===== src/rtl/bin_to_dec.sv =====
// Sequential shift-and-add-3 binary-to-BCD converter, one operand bit per clock, start/done handshake.
// Define BIN_TO_DEC_SIGNED_EN to treat bin as two's complement and report the sign on neg.
module bin_to_dec #(
    parameter int WIDTH  = 8,
    parameter int DIGITS = 3
) (
    input  logic                  clk,
    input  logic                  rst_n,
    input  logic                  start,
    input  logic [WIDTH-1:0]      bin,
    output logic                  busy,
    output logic                  done,
    output logic [4*DIGITS-1:0]   bcd,
    output logic                  neg,
    output logic                  ovf
);
    localparam int CW = $clog2(WIDTH + 1);
    localparam int BW = 4 * DIGITS;

    typedef enum logic [1:0] {IDLE, SHIFT, DONE} state_t;

    state_t            state_q, state_d;
    logic [BW-1:0]     acc_q, acc_d;
    logic [WIDTH-1:0]  sh_q, sh_d;
    logic [CW-1:0]     cnt_q, cnt_d;
    logic              sticky_q, sticky_d;
    logic [BW-1:0]     bcd_q, bcd_d;
    logic              ovf_q, ovf_d;

    logic [BW-1:0]     adj;
    logic [BW-1:0]     acc_shift;
    logic [WIDTH-1:0]  sh_shift;
    logic              carry;
    logic [WIDTH-1:0]  mag;
    logic              sign_in;

    genvar gi;
    generate
        for (gi = 0; gi < DIGITS; gi++) begin : g_adj
            assign adj[4*gi +: 4] = (acc_q[4*gi +: 4] >= 4'd5) ? acc_q[4*gi +: 4] + 4'd3
                                                               : acc_q[4*gi +: 4];
        end
    endgenerate

    // The bit leaving the top nibble is worth 10**DIGITS; it only feeds the overflow flag.
    assign carry     = adj[BW-1];
    assign acc_shift = {adj[BW-2:0], sh_q[WIDTH-1]};
    assign sh_shift  = {sh_q[WIDTH-2:0], 1'b0};

`ifdef BIN_TO_DEC_SIGNED_EN
    logic sign_q, sign_d;
    logic neg_q, neg_d;
    assign sign_in = bin[WIDTH-1];
    assign mag     = sign_in ? (~bin + WIDTH'(1)) : bin;
    assign neg     = neg_q;
`else
    assign sign_in = 1'b0;
    assign mag     = bin;
    assign neg     = 1'b0;
`endif

    always_comb begin
        state_d  = state_q;
        acc_d    = acc_q;
        sh_d     = sh_q;
        cnt_d    = cnt_q;
        sticky_d = sticky_q;
        bcd_d    = bcd_q;
        ovf_d    = ovf_q;
`ifdef BIN_TO_DEC_SIGNED_EN
        sign_d   = sign_q;
        neg_d    = neg_q;
`endif
        case (state_q)
            IDLE, DONE: begin
                if (start) begin
                    acc_d    = '0;
                    sh_d     = mag;
                    cnt_d    = CW'(WIDTH);
                    sticky_d = 1'b0;
`ifdef BIN_TO_DEC_SIGNED_EN
                    sign_d   = sign_in;
`endif
                    state_d  = SHIFT;
                end else begin
                    state_d  = IDLE;
                end
            end
            SHIFT: begin
                acc_d    = acc_shift;
                sh_d     = sh_shift;
                sticky_d = sticky_q | carry;
                cnt_d    = cnt_q - CW'(1);
                // Results are published on the final shift so they are valid during the done cycle.
                if (cnt_q == CW'(1)) begin
                    state_d = DONE;
                    bcd_d   = acc_shift;
                    ovf_d   = sticky_q | carry;
`ifdef BIN_TO_DEC_SIGNED_EN
                    neg_d   = sign_q;
`endif
                end
            end
            default: state_d = IDLE;
        endcase
    end

    always_ff @(posedge clk or negedge rst_n) begin
        if (!rst_n) begin
            state_q  <= IDLE;
            acc_q    <= '0;
            sh_q     <= '0;
            cnt_q    <= '0;
            sticky_q <= 1'b0;
            bcd_q    <= '0;
            ovf_q    <= 1'b0;
        end else begin
            state_q  <= state_d;
            acc_q    <= acc_d;
            sh_q     <= sh_d;
            cnt_q    <= cnt_d;
            sticky_q <= sticky_d;
            bcd_q    <= bcd_d;
            ovf_q    <= ovf_d;
        end
    end

`ifdef BIN_TO_DEC_SIGNED_EN
    always_ff @(posedge clk or negedge rst_n) begin
        if (!rst_n) begin
            sign_q <= 1'b0;
            neg_q  <= 1'b0;
        end else begin
            sign_q <= sign_d;
            neg_q  <= neg_d;
        end
    end
`endif

    assign busy = (state_q == SHIFT);
    assign done = (state_q == DONE);
    assign bcd  = bcd_q;
    assign ovf  = ovf_q;

endmodule

===== config.mk =====
export PLATFORM = sky130hd
export DESIGN_NAME = bin_to_dec
export DESIGN_NICKNAME = d
export VERILOG_FILES = /design/src/rtl/bin_to_dec.sv
export SDC_FILE = /design/constraint.sdc
export NUM_CORES = 1
export LEC_CHECK = 0
export CORE_MARGIN = 5
export CORE_UTILIZATION = 60
export CTS_BUF_LIST = sky130_fd_sc_hd__clkbuf_2
export DETAILED_ROUTE_END_ITERATION = 8
export HOLD_SLACK_MARGIN = 0.08
export PLACE_DENSITY = 0.94
export SKIP_CTS_REPAIR_TIMING = 1
export SLEW_MARGIN = 10
export SYNTH_ARGS = -nofsm -noshare
export SYNTH_HDL_FRONTEND = slang
export SYNTH_SLANG_ARGS = --single-unit

===== constraint.sdc =====
create_clock -name clk -period 4.19 [get_ports clk]
set_input_delay 0.838 -clock clk [delete_from_list [all_inputs] [get_ports clk]]
set_output_delay 0.838 -clock clk [all_outputs]
set_load 0.01 [all_outputs]

[Word-level counts from Yosys, hierarchy flattened]
Index checks and enable logic that the tools add are counted.
Operators by class
  add/sub/neg operators: 4
  bitwise operators: 1
  reduce and logical (&&, ||, !) cells: 5
  muxes and demuxes: 14
  magnitude comparators: 3
  equality and inequality tests: 5
Operators by type and width (count)
  $pmux 12 s2: 1
  $mux 4: 4
  $pmux 8 s2: 1
  $add 4x2->4 const B: 3
  $ge 4x3->1 const B: 3
  $mux 12: 1
  $mux 8: 1
  $pmux 4 s2: 1
  $eq 4x1->1 const B: 1
  $pmux 2 s2: 1
  $reduce_and 2->1: 2
  $sub 4x1->4 const B: 1
  $eq 2x1->1 const B: 1
  $eq 2x2->1 const B: 1
  $logic_not 2->1: 1
  $mux 1: 2
  $mux 2: 1
  $ne 2x1->1 const B: 1
  $ne 2x2->1 const B: 1
  $pmux 1 s2: 1
  $reduce_bool 2->1: 1
  $reduce_or 2->1: 1
  $or 1x1->1: 1
Storage, ports and cells
  register bits: 40
  bits of input ports: 11

[Depth between registers and ports, before layout]
  depth in word-level cells: 4
  gate-level depth with buffers: 7
  depth with buffers taken out: 7

[Least setup slack after synthesis]
OpenSTA, ideal clock, no wires.
  path kind: flip-flop to output port
  start point: register state_q[1]
  end point: output port busy
  data arrival time: 0.903 ns
  path slack: 2.449 ns
  cell stages (with the launch flop): 5
  cells stage by stage: dfrtp_1 nand2b_1 buf_4 inv_4 buf_2
On the way
  longest elaborated chain between the ends: 1
RTL lines
  from (decl): RTL line 22  | state_t state_q, state_d;
  from (signal assigned): RTL line 118  | state_q <= state_d;
  $eq 2x1->1: RTL line 140  | assign busy = (state_q == SHIFT);
  to (decl): RTL line 11  | output logic busy,
No other way between the ends.

[Worst setup path after layout]
Ends and elaborated chain as after synthesis.

==> results.toml <==
[clock_network]
cts-buffers-inserted = 5
h-tree-depth = 2
cts-root-buf = "clkbuf_2"
cts.sinks = 40
clock_latency_ns = 0.39
cts_tree = "built"
clk_pin_slew_worst_paths_ns = 0.19
clk_path_buf_depth = 2

[place]
portBuffers = 25
gp_congestion = 0.8264
placed_cells = 248
dp_hpwl_mm = 2.552

[die]
num_rows = 20
dieArea_mm2 = 0.004540
die_y_um = 67.38
pin_count = 27
die_x_um = 67.38
core_area_mm2 = 0.003103
start_util_pct = 63.67

[setup_path]
arrival_ns = 2.33
critical_path_class = "reg2out"
cp_slowest_cell = "clkdlybuf4s50_1"
cp-start-kind = "flip-flop"
slowest_delay_ns = 0.59
path_max_fanout = 25
crit_required_ns = 3.35
end_kind = "primary output"
crit_chain = "nand2b_1, inv_4, clkdlybuf4s50_1"

[global_routing]
grt_pass1_wl_mm = 6.568
antenna_found_initial = 0
grtUsageTotal_pct = 19.50
grt_pass1_vias = 1465
grt_max_degree = 41
grt-ovfl-total = 0

[status]
outcome = "finished, final reports clean"

[power_and_ir_drop]
power_density_mw_per_mm2 = 794.3
pwr-share-seq_pct = 40.3
vdd_drop_max_mv = 0.3964
power.static_leakage_nw = 1.018
p_int_w = 0.001062
p_total_w = 0.001799
swShare_pct = 40.98
combPwrFrac_pct = 50.6
p_switching_w = 0.0007373
clockPowerShare_pct = 9.1

[synthesis]
synth_area_leaders = "dfrtp_1 (51%), nand2_1 (6.1%), ha_1 (5.1%)"
synthFlopType = "dfrtp_1"
syn-num-nets = 207
ys_seq_area_share_pct = 50.66
syn-cell-area_mm2 = 0.001976
synth_common_cells = "dfrtp_1 (40), nand2_1 (32), o21ai_1 (13)"
synthArstFlopShare_pct = 100.0
synth.most_common_cell = "dfrtp_1"
synthCells = 188
syn-mean-instance-area_um2 = 10.51
synth_top_cell_by_area = "dfrtp_1"
synth_seq_cells = 40
synth_warnings = 0
yosysTopAreaCellShare_pct = 50.66
synth_cell_types = 31
synth_edf_count = 0

[timing]
max_slew.worst_pin.slew_ns = 0.9040
rsz0062_at_grt = "no"
finalSetupViolations = 0
clock.fmax_ghz = 0.3156
clock_skew_ns = 0.009549
fin_crit_sh_pct = 75.62
fin_crit_ns = 3.169
max_slew_margin_pct = 39.73
fin_worst_hold_slack_ns = 0.4987
finalHoldViolations = 0
slew_viol_final = 0
tns_ns = 0

[route]
vias = 1401
remaining_drc_errors = 0
wl_per_cell_um = 14.14
dr.pass1.iters = 4
ant_nets = 0
drt_iter0_drc = 62
avgViaCountPerCell = 5.473
wirelength_mm = 3.620

[final_layout]
stdcell_count = 256
drive_gt1_share_pct = 12.26
insertedDiodeCount = 0
syn2layout_area_growth_pct = 14.63
nets = 230

[min_path]
hold_class = "reg2reg"

[flow_run]
cap_viol_max_count = 0
==> cell type report <==
class,count,area (um^2)
Clock buffer,7,35.03
Clock inverter,1,3.754
Fill cell,249,838.3
Inverter,10,42.54
Multi-Input combinational cell,129,882.1
Sequential cell,40,1001
Tap cell,44,55.05
Timing Repair Buffer,25,245.2
==> placed cells by master, fill, tap and decap left out, types with 2 or more instances in the layout <==
| cell type | instances |
|---|---|
| dfrtp_1 | 40 |
| nand2_1 | 32 |
| clkdlybuf4s50_1 | 24 |
| o21ai_1 | 13 |
| nor2_1 | 9 |
| inv_1 | 8 |
| a22o_1 | 8 |
| ha_1 | 8 |
| a31oi_1 | 7 |
| clkbuf_2 | 7 |
| nor3b_1 | 6 |
| a21oi_1 | 6 |
| mux2_4 | 6 |
| o21ai_0 | 4 |
| xnor2_1 | 4 |
| nand2b_2 | 3 |
| a21oi_4 | 3 |
| mux2i_1 | 3 |
| nor3_1 | 3 |
| nand3_1 | 3 |
| nand2b_1 | 2 |
| inv_4 | 2 |
| nor2b_1 | 2 |
==> path summary, 6_finish.rpt <==
kind                       cells past startpoint      end  startpoint  slack, ns
setup / recovery                               3     busy  state_q[1]       1.02
hold / removal                                 2   bcd[0]      bcd[0]       0.50
setup reg to reg                               5   bcd[1]  state_q[1]       2.05
hold reg to reg                                2   bcd[0]      bcd[0]       0.50
max in group asynchronous                      1  sh_q[3]       rst_n       3.12
min in group asynchronous                      1   bcd[6]       rst_n       0.52
==> state kept, by name, summed over array words and instances (netlist names) <==
register  cells
cnt_q         4
acc_q        12
ovf           1
state_q       2
sticky_q      1
bcd          12
sh_q          8
==> power groups by stage <==
stage	registers [W]	clock network [W]	logic, W
after floorplan	0.000727	0	0.000657
after global placement	0.000723	0	0.000882
after detailed placement	0.000734	0	0.000914
after CTS	0.000724	0.000168	0.000919
after global routing	0.000752	0.000186	0.00102
final	0.000724	0.000164	0.000911
==> metrics by stage <==
stage | setup WS (ns) | utilization, % | instance area, um^2
after global routing | 0.8353 | 72.98 | 2265
after floorplan | 2.449 | - | 1976
after detailed placement | 1.477 | 71.73 | 2226
after global placement | 1.473 | 71.73 | 2226
after CTS | 1.008 | 72.98 | 2265
final | 1.021 | 72.98 | 2265
==> worst max-delay path: cells and delay by family (launching register included) <==
kind / cells / cell delay [ns]
buf+inv: 2 / 0.98
simple gates: 1 / 0.55
flops: 1 / 0.41
==> layer usage <==
layer	track usage (%)	share of wire, %	vias up
li1	-	-	680
met1	22.69	45	684
met2	34.85	49	30
met3	5.657	5.0	7
met4	5.316	1.1	0
met5	0	0	-
==> kinds of logic after synthesis <==
logic type | Yosys count | synth area share (%)
buf+inv | 19 | 4.687
flops | 40 | 50.66
simple gates | 64 | 16.59
compound gates | 42 | 14.50
other cells | 1 | 0.1898
mux | 9 | 6.080
fa+ha+maj | 8 | 5.067
xor+xnor | 5 | 2.216
No activity file was read; power rests on OpenSTA's default activity.
